### src/rtl/matrix_stream_loader_pkg.sv
// rtl/matrix_stream_loader_pkg.sv - shared sizes, state encoding and packing index for the matrix loader
package matrix_pkg;
    localparam int ELEM_W = 8;
    localparam int N      = 3;
    localparam int BUS_W  = N * N * ELEM_W;

    typedef enum logic [2:0] {
        LOAD_A,
        LOAD_B,
        RUN,
        OUT,
        WAIT_CLR
    } state_t;

    // Row-major element index used for A, B and C packing.
    function automatic int elem_idx(input int i, input int j);
        return i * N + j;
    endfunction
endpackage

### src/rtl/matrix_stream_loader_if.sv
// rtl/matrix_stream_loader_if.sv - valid/ready element stream carrying one matrix element per beat
interface matrix_stream_loader_if #(
    parameter int W = 8
) ();
    logic         valid;
    logic         ready;
    logic [W-1:0] data;
    logic         last;

    modport master (output valid, output data, output last, input ready);
    modport slave  (input valid, input data, input last, output ready);
endinterface

### src/rtl/matrix_stream_loader.sv
// rtl/matrix_stream_loader.sv - streams A/B into matrix_mult and C back out as an element stream
// Optional RUN watchdog enabled by defining MATRIX_TIMEOUT_EN.
module matrix_stream_loader
    import matrix_pkg::*;
#(
    parameter int ELEM_W      = matrix_pkg::ELEM_W,
    parameter int N           = matrix_pkg::N,
    parameter int TIMEOUT_CYC = 1024,
    localparam int BUS_W      = N * N * ELEM_W
) (
    input  logic                   Clock,
    input  logic                   reset,
    matrix_stream_loader_if.slave  in_s,
    matrix_stream_loader_if.master out_m,
    output logic [BUS_W-1:0]       mm_A,
    output logic [BUS_W-1:0]       mm_B,
    output logic                   mm_Enable,
    input  logic [BUS_W-1:0]       mm_C,
    input  logic                   mm_done,
    output logic                   busy,
    output logic                   err
);
    localparam int              CNT_W = $clog2(N * N);
    localparam logic [CNT_W-1:0] LAST = CNT_W'(N * N - 1);

    state_t             state_q, state_d;
    logic [CNT_W-1:0]   cnt_q, cnt_d;
    logic [BUS_W-1:0]   a_q, a_d;
    logic [BUS_W-1:0]   b_q, b_d;
    logic [BUS_W-1:0]   c_q, c_d;
    logic               en_q, en_d;
    logic               in_load;

    assign in_load   = (state_q == LOAD_A) || (state_q == LOAD_B);
    // Gated by reset so no element is taken in the reset cycle itself.
    assign in_s.ready = in_load && !reset;

    assign mm_A      = a_q;
    assign mm_B      = b_q;
    assign mm_Enable = en_q;
    assign busy      = !((state_q == LOAD_A) && (cnt_q == '0));

    assign out_m.valid = (state_q == OUT);
    assign out_m.data  = c_q[cnt_q * ELEM_W +: ELEM_W];
    assign out_m.last  = (state_q == OUT) && (cnt_q == LAST);

`ifdef MATRIX_TIMEOUT_EN
    localparam int WD_W = $clog2(TIMEOUT_CYC) + 1;
    logic [WD_W-1:0] wd_q, wd_d;
    logic            err_q, err_d;
    logic            wd_expired;

    assign wd_expired = (wd_q == WD_W'(TIMEOUT_CYC - 1));
    assign wd_d       = (state_q == RUN) ? wd_q + 1'b1 : '0;
    assign err        = err_q;

    always_ff @(posedge Clock) begin
        if (reset) begin
            wd_q  <= '0;
            err_q <= 1'b0;
        end else begin
            wd_q  <= wd_d;
            err_q <= err_d;
        end
    end
`else
    // Constant 0: the watchdog is not built in this configuration.
    assign err = (TIMEOUT_CYC < 0);
`endif

    always_comb begin
        state_d = state_q;
        cnt_d   = cnt_q;
        a_d     = a_q;
        b_d     = b_q;
        c_d     = c_q;
        en_d    = en_q;
`ifdef MATRIX_TIMEOUT_EN
        err_d   = err_q;
`endif
        case (state_q)
            LOAD_A, LOAD_B: begin
                if (in_s.valid) begin
                    if (state_q == LOAD_A) a_d[cnt_q * ELEM_W +: ELEM_W] = in_s.data;
                    else                   b_d[cnt_q * ELEM_W +: ELEM_W] = in_s.data;
                    if (cnt_q == LAST) begin
                        cnt_d = '0;
                        if (state_q == LOAD_A) begin
                            state_d = LOAD_B;
                        end else begin
                            state_d = RUN;
                            en_d    = 1'b1;
                        end
                    end else begin
                        cnt_d = cnt_q + 1'b1;
                    end
                end
            end
            RUN: begin
                if (mm_done) begin
                    c_d     = mm_C;
                    en_d    = 1'b0;
                    state_d = OUT;
`ifdef MATRIX_TIMEOUT_EN
                end else if (wd_expired) begin
                    en_d    = 1'b0;
                    err_d   = 1'b1;
                    state_d = WAIT_CLR;
`endif
                end
            end
            OUT: begin
                if (out_m.ready) begin
                    if (cnt_q == LAST) begin
                        cnt_d   = '0;
                        // A level done still high would otherwise be mistaken for the next result.
                        state_d = mm_done ? WAIT_CLR : LOAD_A;
                    end else begin
                        cnt_d = cnt_q + 1'b1;
                    end
                end
            end
            WAIT_CLR: begin
                if (!mm_done) state_d = LOAD_A;
            end
            default: state_d = LOAD_A;
        endcase
    end

    always_ff @(posedge Clock) begin
        if (reset) begin
            state_q <= LOAD_A;
            cnt_q   <= '0;
            a_q     <= '0;
            b_q     <= '0;
            c_q     <= '0;
            en_q    <= 1'b0;
        end else begin
            state_q <= state_d;
            cnt_q   <= cnt_d;
            a_q     <= a_d;
            b_q     <= b_d;
            c_q     <= c_d;
            en_q    <= en_d;
        end
    end
endmodule
### src/flat_wrapper.sv
// flat-port wrapper written by rule: the top's interface ports become plain ports
module matrix_stream_loader_flat import matrix_pkg::*;
#(
    parameter int ELEM_W      = matrix_pkg::ELEM_W,
    parameter int N           = matrix_pkg::N,
    parameter int TIMEOUT_CYC = 1024,
    localparam int BUS_W      = N * N * ELEM_W
)
  (Clock, reset, mm_A, mm_B, mm_Enable, mm_C, mm_done, busy, err, in_s_valid, in_s_data, in_s_last, in_s_ready, out_m_valid, out_m_data, out_m_last, out_m_ready);
  matrix_stream_loader_if in_s_i ();
  matrix_stream_loader_if out_m_i ();
  input  logic Clock;
  input  logic reset;
  output logic [BUS_W-1:0] mm_A;
  output logic [BUS_W-1:0] mm_B;
  output logic mm_Enable;
  input  logic [BUS_W-1:0] mm_C;
  input  logic mm_done;
  output logic busy;
  output logic err;
  input wire logic [$bits(in_s_i.valid)-1:0] in_s_valid;
  input wire logic [$bits(in_s_i.data)-1:0] in_s_data;
  input wire logic [$bits(in_s_i.last)-1:0] in_s_last;
  output wire logic [$bits(in_s_i.ready)-1:0] in_s_ready;
  output wire logic [$bits(out_m_i.valid)-1:0] out_m_valid;
  output wire logic [$bits(out_m_i.data)-1:0] out_m_data;
  output wire logic [$bits(out_m_i.last)-1:0] out_m_last;
  input wire logic [$bits(out_m_i.ready)-1:0] out_m_ready;
  assign in_s_i.valid = in_s_valid;
  assign in_s_i.data = in_s_data;
  assign in_s_i.last = in_s_last;
  assign in_s_ready = in_s_i.ready;
  assign out_m_valid = out_m_i.valid;
  assign out_m_data = out_m_i.data;
  assign out_m_last = out_m_i.last;
  assign out_m_i.ready = out_m_ready;
  matrix_stream_loader #(.ELEM_W(ELEM_W), .N(N), .TIMEOUT_CYC(TIMEOUT_CYC)) u_core (.Clock(Clock), .reset(reset), .in_s(in_s_i), .out_m(out_m_i), .mm_A(mm_A), .mm_B(mm_B), .mm_Enable(mm_Enable), .mm_C(mm_C), .mm_done(mm_done), .busy(busy), .err(err));
endmodule
### config.mk
export PLATFORM = sky130hd
export DESIGN_NAME = matrix_stream_loader_flat
export DESIGN_NICKNAME = d
export VERILOG_FILES = /design/src/rtl/matrix_stream_loader_pkg.sv /design/src/rtl/matrix_stream_loader_if.sv /design/src/rtl/matrix_stream_loader.sv /design/src/flat_wrapper.sv
export SDC_FILE = /design/constraint.sdc
export NUM_CORES = 1
export LEC_CHECK = 0
export BUFFER_PORTS_ARGS = -buffer_cell sky130_fd_sc_hd__buf_2
export CAP_MARGIN = 20
export CORE_MARGIN = 5
export CORE_UTILIZATION = 55
export DETAILED_ROUTE_END_ITERATION = 16
export GPL_TIMING_DRIVEN = 0
export HOLD_SLACK_MARGIN = 0.05
export PLACE_DENSITY = 0.92
export SLEW_MARGIN = 10
export SYNTH_ARGS = -nofsm -noshare
export SYNTH_HDL_FRONTEND = slang
export SYNTH_SLANG_ARGS = --single-unit
### constraint.sdc
create_clock -name Clock -period 4 [get_ports Clock]
set_input_delay 0.8 -clock Clock [delete_from_list [all_inputs] [get_ports Clock]]
set_output_delay 0.8 -clock Clock [all_outputs]
set_load 0.02 [all_outputs]
# Word-level counts from Yosys, hierarchy flattened
# Index checks and enable logic that the tools add are counted.
# Widths: inputs -> output; s select.
classes:
  add_sub_neg: 2
  eq_ne: 12
  shifts: 3
  mux: 20
  n_bitwise: 1
  reduce_logical: 17
ops:
  columns: ["cell", "n"]
  rows:
  - ["$bwmux 72", 2]
  - ["$shift 8x34->72 const A", 1]
  - ["$shiftx 72x8->8", 1]
  - ["$shiftx 8x34->72", 1]
  - ["$neg 7->34", 1]
  - ["$mux 3", 7]
  - ["$mux 4", 3]
  - ["$pmux 3 s4", 1]
  - ["$reduce_and 3->1", 3]
  - ["$ne 2x2->1 const B", 4]
  - ["$pmux 4 s2", 1]
  - ["$eq 3x2->1 const B", 2]
  - ["$ne 2x1->1 const B", 3]
  - ["$reduce_and 6->1", 1]
  - ["$reduce_and 5->1", 1]
  - ["$add 4x1->4 const B", 1]
  - ["$eq 4x4->1 const B", 1]
  - ["$logic_not 4->1", 1]
  - ["$mux 1", 4]
  - ["$reduce_bool 2->1", 2]
  - ["$eq 3x1->1 const B", 1]
  - ["$eq 3x3->1 const B", 1]
  - ["$logic_and 1x1->1", 3]
  - ["$logic_not 3->1", 1]
  - ["7 further kinds", 8]
word_totals:
  ff_bits: 224
  elab_cells: 61

# Logic depth before layout (Yosys ltp)
# Gate-level depths: netlist of the first run.
depth:
  word_depth: 5
  mapped_depth: 10
  depth_no_buf: 6

# Worst setup path before layout of the first run
# Ideal clock, no wire load.
synth_path:
  kind: "register to output"
  start: "reg u_core.cnt_q[1]"
  end: "out out_m_last"
  arrival_time_ns: 1.789
  t_required_ns: 3.200
  setup_slack_ns: 1.411
  stages_incl_launch_ff: 8
  n_path_buf: 3
  cell_sequence: "dfxtp_1 -> buf_4 -> buf_2 -> inv_1 -> ha_1 -> and3b_1 -> buf_6 -> and2_1"
synth_via:
  elab_chain_cells: 2
synth_rtl:
  columns: ["element", "line_no", "source"]
  rows:
  - ["start, declared", "matrix_stream_loader.sv:27", "logic [CNT_W-1:0] cnt_q, cnt_d;"]
  - ["start signal, assigned", "matrix_stream_loader.sv:140", "cnt_q <= cnt_d;"]
  - ["$eq 4x4->1", "matrix_stream_loader.sv:45", "assign out_m.last = (state_q == OUT) && (cnt_q == LAST);"]
  - ["$logic_and 1x1->1", "matrix_stream_loader.sv:45", null]
  - ["end, declared", "flat_wrapper.sv:27", "output wire logic [$bits(out_m_i.last)-1:0] out_m_last;"]
# Every way passes these cells.

# Worst setup path after layout of the first run
# Ends and elaborated chain as after synthesis.

==> results of run 1 <==
## cell type report
type	count	area (sq um)	share of cell area
flip-flops and latches	224	4480	0.387
well taps	220	275	0.0238
inverters	4	15.0	0.00130
repair buffers	241	1210	0.104
clock inverters	1	8.76	0.000756
multi-input cells	687	4570	0.394
clock buffers	37	688	0.0594
plain buffers	65	342	0.0295
## metrics by stage
stage | cells | hold slack (ns) | power [mW] | cell area, sq um
after CTS | 1479 | 0.452 | 4.52 | 11600
after detailed placement | 1441 | 0.444 | 2.56 | 10900
after floorplan | 980 | 0.433 | 2.44 | 9410
after global placement | 1441 | 0.440 | 2.55 | 10900
final | 1479 | 0.454 | 4.50 | 11600
after global routing | 1479 | 0.476 | 4.65 | 11600
## how the worst max path moves through the flow
stage                 endpoint
floorplan           out_m_last
global placement    out_m_last
detailed placement  out_m_last
CTS                 out_m_last
global route        out_m_last
finish              out_m_last
## synthesized netlist by cell type, types with 2 or more instances
library cell,count,area (sq um)
nor2b_1,2,12.5
a22oi_1,2,15.0
and2_1,2,12.5
nand3_1,30,150
nor4b_2,3,45.0
a21oi_1,90,450
nand2_2,12,75.1
nor3_1,3,15.0
nand2b_1,131,820
ha_1,6,75.1
nor2_1,7,26.3
nand4_1,2,12.5
a31o_2,2,17.5
nor2b_2,3,26.3
inv_1,4,15.0
buf_2,18,90.1
mux4_2,16,360
clkbuf_1,34,128
mux2i_1,138,1380
o21ai_0,9,45.0
buf_6,8,90.1
nor3_2,4,40.0
and4_1,2,17.5
nand2_1,200,751
buf_4,4,30.0
a311oi_1,2,17.5
and3_1,2,12.5
and3b_1,2,17.5
dfxtp_1,224,4480
## worst max-delay path, stage by stage, from the launching register on
cell and delay, ns:
dfxtp_1 0.60, buf_4 0.30, buf_2 0.32, inv_1 0.10, ha_1 0.29, and3b_1 0.23, buf_6 0.15, and2_1 0.17
buf_2 0.17
## layer usage
layer	part of all wire	wire length, um	up-vias
li1	-	-	3842
met1	0.39	11100	3903
met2	0.49	13900	432
met3	0.090	2550	78
met4	0.032	902	2
met5	0.00063	18	-
## flip-flops by register name (all words and copies together) (netlist names)
register / cells
u_core.c_q: 72
u_core.mm_Enable: 1
u_core.mm_A: 72
u_core.cnt_q: 4
u_core.mm_B: 72
u_core.state_q: 3
## report_power, final
group	leakage [nW]	switching, mW	total [mW]	internal, mW
Combinational	3.10	0.165	0.268	0.104
Clock	0.340	0.824	1.99	1.17
Sequential	1.80	0.00665	2.24	2.24
Total	5.24	0.996	4.50	3.51
## logic make-up (layout without fill, tap and decap cells)
| logic type | count (synthesis) | in the layout | share of synthesized area |
|---|---|---|---|
| multiplexers | 154 | 154 | 0.185 |
| adder cells (fa/ha/maj) | 6 | 6 | 0.00798 |
| AO/OA/AOI/OAI | 112 | 112 | 0.0659 |
| AND/OR/NAND/NOR | 412 | 412 | 0.224 |
| XOR/XNOR | 2 | 2 | 0.00186 |
| flip-flops | 224 | 224 | 0.477 |
| buffers and inverters | 69 | 348 | 0.0379 |
| other | 1 | 1 | 0.000399 |
==> flow_results.org, run 1 <==
** Clock tree
- Clock Tree Buf Depth :: 3
- Skew-Pair Late Insertion Delay :: 0.49 ns
- Clock-pin slew was measured on the worst setup and hold paths at 0.06 ns.
- CTS hold repair buffers :: 0
- TritonCTS built the clock tree.
- Number of buffers added by the clock tree synthesis step :: 23
- Number of buffers inserted to repair setup after CTS :: 0
- CTS Root Buffer Type :: clkbuf_16
- CTS built an H-tree with a depth of 1.
- The clock drives 224 sinks.
- Post-cts resize count :: 0

** Floorplan
- Die width :: 141 um
- Die Y :: 141 um
- The initial utilization of the core area, before any placement, comes to 0.563.
- Core region area :: 16700 sq um
- The die covers 19800 sq um.
- 244 I/O pins were placed.
- The initialized floorplan defines 47 standard-cell rows.

** Worst setup path
- Along the worst path, the maximum fanout reaches 10.
- The endpoint identified for the worst register-to-register timing path is u_core.mm_A[52].
- STA classifies the critical path endpoint as an output port.
- Critical Path Source Type :: register
- For flop-to-flop paths, the worst setup slack is 0.84 ns.
- The worst register-to-register path begins at u_core.cnt_q[1].
- Data arrival time of the worst path :: 2.84 ns
- For the worst setup path, the data required time is 3.20 ns.
- The worst setup path is of the register to output port kind.
- R2R cell count :: 7
- The most critical setup path has its startpoint at u_core.cnt_q[1].

** STA
- Unrepaired setup endpoints after global routing :: false
- The smallest clock period supported by the final layout is computed as 3.64 ns.
- Setup violations remaining at the end of the flow were counted as 0.
- In the post-route analysis, the smallest setup slack over all paths is 0.365 ns.
- Sum of negative setup slack :: 0 ns
- Maximum operating frequency :: 275 MHz
- The clock arrives with 0.00816 ns of skew.
- The final-report max-slew violation count was 0.
- For the pin with the worst max-slew slack, the measured transition is 0.911 ns.
- Normalized max-slew margin :: 0.391
- Dividing the final minimum period by the clock period gives 0.909.
- The final-report hold violation count is 0.

** Synth
- After synthesis, the netlist uses 47 different library cells.
- Syn Std Cell Area :: 9410 sq um
- The synthesized design contains 224 register bits.
- Average size of a mapped cell :: 9.60 sq um
- Share of synthesized area occupied by flip-flops and latches :: 0.477
- Synthesis produced 980 cells.
- Yosys mapped a number of flops with a built-in enable equal to 0.
- Number of nets in the synthesized netlist :: 1072
- Ys flop type :: dfxtp_1
- Share of flip-flops with an asynchronous set or reset :: 0
- Yosys warnings :: 0

** Power and ir drop
- Power spread over the standard cell area amounts to 389 nW/um^2.
- VDD sags by at most 0.310 mV.
- Static power due to leakage :: 5.24 nW

** Global routing
- Fraction of met3 tracks used by global routing :: 0.0491
- In the global route stage, met1 resource usage came out at 0.339.
- Entering global routing, the biggest net connects 14 pins.
- Met2 track utilization from global routing :: 0.481
- First-pass GRT wire length :: 43900 um
- Antenna violations before repair :: 1
- After global routing, the most crowded layer is met2.
- In the global route stage, overall resource usage came out at 0.273.
- The via count of the first global-routing pass was 8213.
- Aggregate global routing overflow :: 0

** Drt
- The detailed router placed 8257 vias in this run.
- Per-cell routed wire length :: 19.2 um
- The first routing iteration left 480 violations.
- In the routed design, unresolved DRC markers number 0.
- For this run, the detailed router's first-pass iteration total came to 5.
- Final routed wirelength across all metal layers :: 28400 um
- Count of nets left with antenna violations after detail routing :: 0
- Dividing the detail-routed via count by the number of cells gives 5.58.

** Finish
- Of the cells placed in the final design, the portion with a size suffix greater than 1 is 0.276.
- Diodes inserted :: 0
- Leaving out fill and tap cells, the most frequent cell in the layout is buf_2.
- At the end of the flow the core is filled with cells to 0.694.
- Relative to the synthesized area, the layout overhead comes to 23.1%.
- Fill cell total of the finished layout :: 1190
- Leading cell types in the layout, fill and taps excluded :: buf_2, dfxtp_1, nand2_1
- In the final design database the tool counted 1338 nets.

** Placement
- At the end of routability-driven placement, the weighted congestion stood at 0.896.
- Input and output buffers added on the ports amount to 241.
- Prior to clock tree synthesis, the placed netlist has a worst setup slack of 0.950 ns.
- After legalization and detailed placement, the total HPWL measured 20300 um.

** Hold path
- Worst Hold Path EP :: u_core.mm_B[2]
- Along the worst hold path, the cell count comes to 2.
- The tightest min-delay check is of the register to register type.
- The startpoint identified for the worst hold timing path is u_core.mm_B[2].

** Status
- Outcome :: complete, no violations

** Job
- Total of max-cap violations :: 0
Note: power is estimated with default switching activity, not from simulation.
==> run 2, diff against run 1 <==
--- a/config.mk
+++ b/config.mk
@@ -8,11 +8,12 @@
 export BUFFER_PORTS_ARGS = -buffer_cell sky130_fd_sc_hd__buf_2
 export CAP_MARGIN = 20
 export CORE_MARGIN = 5
-export CORE_UTILIZATION = 55
+export CORE_UTILIZATION = 53
 export DETAILED_ROUTE_END_ITERATION = 16
 export GPL_TIMING_DRIVEN = 0
 export HOLD_SLACK_MARGIN = 0.05
-export PLACE_DENSITY = 0.92
+export PLACE_DENSITY = 0.89
+export SETUP_SLACK_MARGIN = 0.4
 export SLEW_MARGIN = 10
 export SYNTH_ARGS = -nofsm -noshare
 export SYNTH_HDL_FRONTEND = slang
==> constraint.sdc (replaced) <==
create_clock -name Clock -period 3.7 [get_ports Clock]
set_input_delay 0.74 -clock Clock [delete_from_list [all_inputs] [get_ports Clock]]
set_output_delay 0.74 -clock Clock [all_outputs]
set_load 0.02 [all_outputs]
==> run 2 against run 1 <==
Design area rose by 1.0%. Hold slack lost 0.0040 ns. Worst setup slack gained 0.11 ns. Flip-flop and latch count stayed put. Die area grew 3.5%. Final cell count grew 0.61%. Non-clock buffer count is the same. Register-to-register slack is essentially flat. Clock skew down 0.0023 ns. Critical path depth decreased by 1. Critical path type unchanged. Critical endpoint is now out_m_data[2]. Largest power group unchanged.
==> flow_results.org, run 2 (synthesis gave the netlist of run 1 again) <==
** Clock tree
- The total clock sinks was 224 (unchanged).
- The level count of the clock H-tree was 1 (unchanged).
- CTS Root Buffer Type :: clkbuf_16
- The maximum clock insertion buffer count came to 3 (unchanged).
- The total CTS buffers came to 23 (unchanged).
- The source-to-sink clock delay at the later pin of the worst-skew pair came to 0.50 ns (about the same).
- TritonCTS built the clock tree.
- The clock transition at the registers of the reported paths was 0.07 ns (about the same).

** Worst setup path
- Data arrival time of the worst path :: 2.48 ns (-0.36 ns)
- Top fanout value on the critical path :: 10 (unchanged)
- In this design, the largest share of critical-path delay is due to buffers and inverters.
- Among all stages on the critical path, the largest delay is contributed by dfxtp_1.
- The worst setup path is launched from a register.
- The worst-case register-to-register setup slack came to 0.83 ns (about the same).
- Critical Setup Path Class :: register to output port
- Data required time at the worst endpoint :: 2.96 ns (-0.24 ns)
- Longest individual stage delay on the worst path :: 0.43 ns (-0.17 ns)
- Cell chain of the critical path :: buf_6 > buf_6 > buf_2 > mux4_2 > mux2i_1 > o21ai_0 > buf_2
- Sort of element at the end of the critical path :: output port
- Bufs and invs on worst path :: 4 (-1)

** Drt
- The number of DRC markers in iteration 0 came to 553 (+15%).
- The detailed-routing iteration count for the pre-antenna-repair pass is 5 (unchanged).
- The post-detailed-routing wire length was 27800 um (-2.3%).
- The average detailed-routed wire length per instance was 18.7 um (-2.9%).
- Number of DRC violations after detailed routing :: 0 (unchanged)
- The via count normalized by instance count came to 5.47 (-2.0%).
- The final antenna-violating net count was 0 (unchanged).
- The via count came to 8145 (-1.4%).

** STA
- Final Skew :: 0.00591 ns (-0.00225 ns)
- The final worst-path setup slack is 0.476 ns (+0.111 ns).
- The relative max-transition margin is 0.388 (-0.00330).
- Hold WS :: 0.450 ns (-0.00395 ns)
- Maximum operating frequency :: 310 MHz
- The transition time at the pin with the least slew margin was 0.916 ns (+0.00494 ns).
- Finish-stage setup viols :: 0 (unchanged)
- The final-report max-slew violation count was 0 (unchanged).
- Sum of negative setup slack :: 0 ns (unchanged)
- The clock period could shrink to 3.22 ns.
- Period Utilization, post-route :: 0.871
- Unrepaired setup endpoints after global routing :: true
- The final-report hold violation count was 0 (unchanged).

** Power and ir drop
- Proportion of power drawn by combinational gates :: 0.057 (-0.003)
- Net switching fraction of the power :: 0.222 (+0.000730)
- Part of the power in registers :: 0.473 (-0.025)
- Power density over the cells :: 437 nW/um^2 (+13%)
- The clock network power share was 0.469 (+0.027).
- The maximum resistive drop on vdd is 0.321 mV (+3.5%).
- The internal power consumption was 3.98 mW (+14%).
- The leakage dissipation is 5.29 nW (+1.0%).
- Psw :: 1.14 mW (+14%)

** Floorplan
- The die outline width came to 143 um (+1.7%).
- The standard-cell row count is 48 (+2.1%).
- The total die area is 20500 sq um (+3.5%).
- The vertical die dimension came to 143 um (+1.7%).
- Count of pins on the block boundary :: 244 (unchanged)
- Core region area :: 17400 sq um (+3.9%)
- Effective utilization at floorplan :: 0.542 (-0.0213)

** Placement
- The worst slack at placement came to 0.606 ns (-0.344 ns).
- The port buffer count came to 241 (unchanged).
- Half-perimeter wire length of the detailed placement result :: 20400 um (+0.28%)
- The weighted congestion reported at the end of routability-driven placement is 0.876 (-2.2%).

** Finish
- Relative to the synthesized area, the layout overhead comes to 24.4%.
- The final-layout fill cell count came to 1303 (+9.5%).
- Leading cell types in the layout, fill and taps excluded :: buf_2, dfxtp_1, nand2_1
- The layout cell share with drive strength beyond 1 is 0.284 (+0.00727).
- Most common library cell in the layout ignoring fill and taps :: buf_2
- The number of nets in the final layout came to 1338 (unchanged).

** Status
- Outcome :: complete, no violations

** Global routing
- Antenna violations before repair :: 0 (-1)
- Global routing usage summed across all routing layers :: 0.263 (-0.0103)
- Aggregate global routing overflow :: 0 (unchanged)
- The via count of the first global-routing pass was 8252 (+0.47%).
- First-pass GRT wire length :: 43200 um (-1.6%)
- The pin count of the biggest net entering global routing came to 15 (+1).

** Job
- The max-capacitance violation count came to 0 (unchanged).

** Hold path
- The path class of the tightest hold or removal check is register to register.
-- run 2: changes by cell type in the layout (fill, tap and decap cells not counted), moves of 2 or more --
cell / previous run / this run
bufinv_16: 0 / 3
clkinv_2: 0 / 5
clkinvlp_4: 0 / 2
clkbuf_1: 42 / 36
-- run 2: layer usage --
layer,track usage,vias to the layer above,share of wire
met5,0,-,0
met4,0.0922,0,0.036
met3,0.0462,69,0.095
met2,0.453,420,0.48
met1,0.333,3821,0.39
li1,-,3835,-
-- run 2: power groups by stage --
stage                     logic, mW  clock network, mW  registers, mW
after floorplan               0.159                  0           2.48
after global placement        0.282                  0           2.48
after detailed placement      0.286                  0           2.48
after CTS                     0.289               2.43           2.42
after global routing          0.314               2.53           2.42
final                         0.292               2.40           2.42
-- run 2: area by class of cell --
class,instances,area [sq um],share of cell area
multi-input combinational,687,4580,0.391
inverter,4,15.0,0.00128
tap,225,282,0.0240
sequential,224,4490,0.383
buffer,65,348,0.0297
clock inverter,11,139,0.0119
antenna,1,2.50,0.000214
clock buffer,30,652,0.0557
timing repair buffer,241,1210,0.103
-- run 2: worst paths after layout --
path	to	start	cells past startpoint
worst max-delay path	out_m_data[2]	u_core.cnt_q[0]	7
worst min register to register	u_core.mm_B[2]	u_core.mm_B[2]	2
worst max register to register	u_core.mm_B[5]	u_core.cnt_q[0]	9
worst min-delay path	u_core.mm_B[2]	u_core.mm_B[2]	2
-- run 2: what timing repair did --
item,CTS,global route
hold buffers,0,0
setup endpoints to repair,1,9
buffers inserted,0,0
hold endpoints to repair,0,0
gates resized for setup,2,3
gates cloned,0,0
-- run 2: per-stage QoR --
step	utilization	cells	cell area, sq um	power (mW)
after floorplan	-	980	9410	2.64
after CTS	0.674	1487	11700	5.14
after detailed placement	0.628	1446	10900	2.76
after global routing	0.674	1487	11700	5.27
final	0.675	1488	11700	5.12
after global placement	0.628	1446	10900	2.76
-- run 2: tightest hold or removal path, delay by kind of cell, from the launching register on --
family / cells / cell delay [ns]
AND/OR/NAND/NOR: 1 / 0.05
AO/OA/AOI/OAI: 1 / 0.05
flip-flops: 1 / 0.31
==> run 3, diff against run 2 <==
==> constraint.sdc (replaced) <==
create_clock -name Clock -period 3.7 [get_ports Clock]
set_input_delay 0.185 -clock Clock [delete_from_list [all_inputs] [get_ports Clock]]
set_output_delay 0.185 -clock Clock [all_outputs]
set_load 0.02 [all_outputs]
==> run 3 against run 2 <==
Hold slack lost 0.38 ns. Flip-flop and latch count is the same. Worst setup slack gained 0.17 ns. Sequential power is essentially flat. Register-to-register slack lost 0.19 ns. Via count grew 11%. Global-route usage grew 4.8 points. Sequential share of layout area shrank 2.3 points. Final cell count grew 5.0%. Non-clock buffer count grew 75. Critical path type is now register to register. Largest cell class unchanged. Largest power group is now clock.
==> flow_results.org, run 3 (synthesis gave the netlist of run 1 again) <==
** Status
- Outcome :: complete, no violations

** Power and ir drop
- The internal power consumption came to 4.04 mW (+1.3%).
- The leakage dissipation came to 5.61 nW (+5.9%).
- Power density over the cells :: 420 nW/um^2 (-4.0%)
- IR Drop Worst-Case VDD :: 0.320 mV (-0.16%)
- The clock network power share was 0.466 (-0.003).
- The switching portion of total power is 0.228 (+0.00623).
- The logic gate share of total power came to 0.070 (+0.013).
- Part of the power in registers :: 0.464 (-0.009)
- The net switching power figure came to 1.19 mW (+5.0%).

** Worst setup path
- Critical R2R Capture :: u_core.mm_B[5]
- Beginning of the worst register-to-register path :: u_core.cnt_q[1]
- R2R cell count :: 8 (-1)
- Critical Setup Path Class :: register to register
- The worst setup path is launched from a register.
- Data arrival time of the worst path :: 3.42 ns (+0.94 ns)
- The required time reported for the critical path endpoint came to 4.07 ns (+1.11 ns).
- Setup slack, reg-to-reg :: 0.64 ns (-0.19 ns)
- The largest driver fanout on the critical path is 10 (unchanged).
- The worst setup path is captured at a register.

** Placement
- Placed standard-cell area :: 10900 sq um (unchanged)
- The weighted congestion reported at the end of routability-driven placement is 0.876 (unchanged).
- Buffers added on ports :: 241 (unchanged)
- The total instance count after detailed placement was 1446 (unchanged).
- Half-perimeter wire length of the detailed placement result :: 20400 um (unchanged)

** Floorplan
- The initial core utilization came to 0.542 (unchanged).
- Count of pins on the block boundary :: 244 (unchanged)
- Die Y :: 143 um (unchanged)
- The standard-cell row count was 48 (unchanged).
- The die outline width was 143 um (unchanged).
- The core box area is 17400 sq um (unchanged).
- Die footprint :: 20500 sq um (unchanged)

** Hold path
- Class of the tightest hold or removal check :: input pin to register
- Cell depth of the worst min-delay path :: 3 (+1)
- The worst hold path terminates at u_core.mm_A[1].
- HP Start :: in_s_data[1]

** Finish
- The post-route cell area is 12500 sq um (+6.4%).
- The post-route non-filler standard cell count is 1562 (+5.0%).
- Final nets :: 1413 (+5.6%)
- Diodes inserted :: 0 (-1)
- The final-layout fill cell count was 1147 (-12%).
- Core Util, Final :: 0.718 (+0.0432)
- Leading cell types in the layout, fill and taps excluded :: buf_2, dfxtp_1, nand2_1
- The library cell used most frequently in the layout, excluding fill and tap cells, is buf_2.
- From synthesis to final layout, the design area changed by 32.4%.
- The layout cell share with drive strength beyond 1 is 0.267 (-0.0167).

** Job
- Total of max-cap violations :: 0 (unchanged)

** STA
- Final slew viol count :: 0 (unchanged)
- Hold WS :: 0.0722 ns (-0.378 ns)
- The final-report hold violation count is 0 (unchanged).
- The relative max-transition margin came to 0.450 (+0.0623).
- The setup total negative slack came to 0 ns (unchanged).
- The final number of setup-violating endpoints was 0 (unchanged).
- The transition time at the pin with the least slew margin came to 0.820 ns (-0.0956 ns).
- Setup repair after global routing left no endpoint under its margin.
- The share of the clock period used by the worst path was 0.827 (-0.0448).
- Maximum operating frequency :: 327 MHz (+5.4%)
- The minimum clock period after layout is 3.06 ns (-0.166 ns).
- The post-route clock skew is 0.0151 ns (+0.00924 ns).

** Drt
- Router iterations before antenna repair :: 7 (+2)
- DR iter-0 viols :: 778 (+41%)
- Count of nets left with antenna violations after detail routing :: 0 (unchanged)
- Routed vias :: 9003 (+11%)
- Number of DRC violations after detailed routing :: 0 (unchanged)
- Via-per-instance ratio :: 5.76 (+5.3%)
- The post-detailed-routing wire length is 32700 um (+18%).
- Per-cell routed wire length :: 21.0 um (+12%)

** Global routing
- Largest net degree at the start of global routing :: 15 (unchanged)
- Aggregate global routing overflow :: 0 (unchanged)
- The global-route wire length before repair was 50500 um (+17%).
- The via count of the first global-routing pass is 9357 (+13%).
- Antenna violations before repair :: 0 (unchanged)
- Global routing usage summed across all routing layers :: 0.311 (+0.0476)

** Clock tree
- Clock transition at the registers of the reported paths :: 0.07 ns (about the same)
- Clock Tree Buf Depth :: 3 (unchanged)
- The total clock sinks was 224 (unchanged).
- In this run the clock root is driven by a clkbuf_16.
- The total CTS buffers came to 23 (unchanged).
- The source-to-sink clock delay at the later pin of the worst-skew pair came to 0.51 ns (about the same).
- Number of buffers inserted to repair setup after CTS :: 0 (unchanged)
- TritonCTS clock tree :: done
- H-tree depth reported by CTS :: 1 (unchanged)
run 3: cell types whose count changed in the layout (fill, tap and decap cells not counted):
cell           delta
nor4b_2           -1
nor4_4            +1
dfxtp_4           -1
nor3_4            -1
nor3_2            +1
nor4b_4           +1
dfxtp_1           +1
nor4_2            -1
buf_6             -1
diode_2           -1
dlygate4sd3_1    +75
buf_2             +1
run 3: repair_timing:
action / CTS / global route
hold buffers: 75 / 0
resized for setup: 0 / 2
endpoints found under the setup margin: 0 / 35
endpoints found under the hold margin: 78 / 0
run 3: how the worst max path moves through the flow:
stage,startpoint,cells past startpoint,to,slack (ns)
after global routing,u_core.cnt_q[0],9,u_core.mm_B[5],0.43
final,u_core.cnt_q[1],8,u_core.mm_B[5],0.64
after CTS,u_core.cnt_q[1],7,u_core.mm_B[48],0.56
after floorplan,u_core.cnt_q[0],10,u_core.mm_A[2],1.22
after global placement,u_core.cnt_q[1],7,u_core.mm_B[18],0.71
after detailed placement,u_core.cnt_q[1],7,u_core.mm_B[18],0.61
run 3: metal layers:
metal / wire [um] / global-route usage / part of all wire
met1: 11700 / 0.369 / 0.36
met2: 15400 / 0.533 / 0.47
met3: 3610 / 0.0676 / 0.11
met4: 1990 / 0.153 / 0.061
met5: 0 / 0 / 0
run 3: final cells by class:
type	instances	area, sq um	area share
clock buffer	30	652	0.0523
clock inverter	11	139	0.0111
inverter	4	15.0	0.00121
tap	225	282	0.0226
sequential	224	4480	0.360
timing repair buffer	316	1960	0.157
buffer	65	342	0.0274
multi-input combinational	687	4590	0.368
run 3: stage by stage:
stage | worst slack (ns) | total power, mW
3_3_place_gp | 0.712 | 2.76
6_report | 0.642 | 5.23
5_1_grt | 0.428 | 5.36
2_1_floorplan | 1.22 | 2.64
4_1_cts | 0.555 | 5.20
3_5_place_dp | 0.606 | 2.76
run 3: critical path, stage by stage, from the launching register on:
cell     delay, ns
dfxtp_1       0.44
buf_4         0.26
buf_2         0.24
nor3_2        0.56
ha_1          0.42
nor4b_2       0.35
nand4_1       0.38
nand2_1       0.19
a21oi_1       0.08
run 3: power groups by stage:
stage	logic, mW	registers (mW)	clock network, mW
global placement	0.282	2.48	0
floorplan	0.159	2.48	0
global route	0.389	2.42	2.55
detailed placement	0.286	2.48	0
finish	0.367	2.42	2.44
CTS	0.348	2.42	2.43
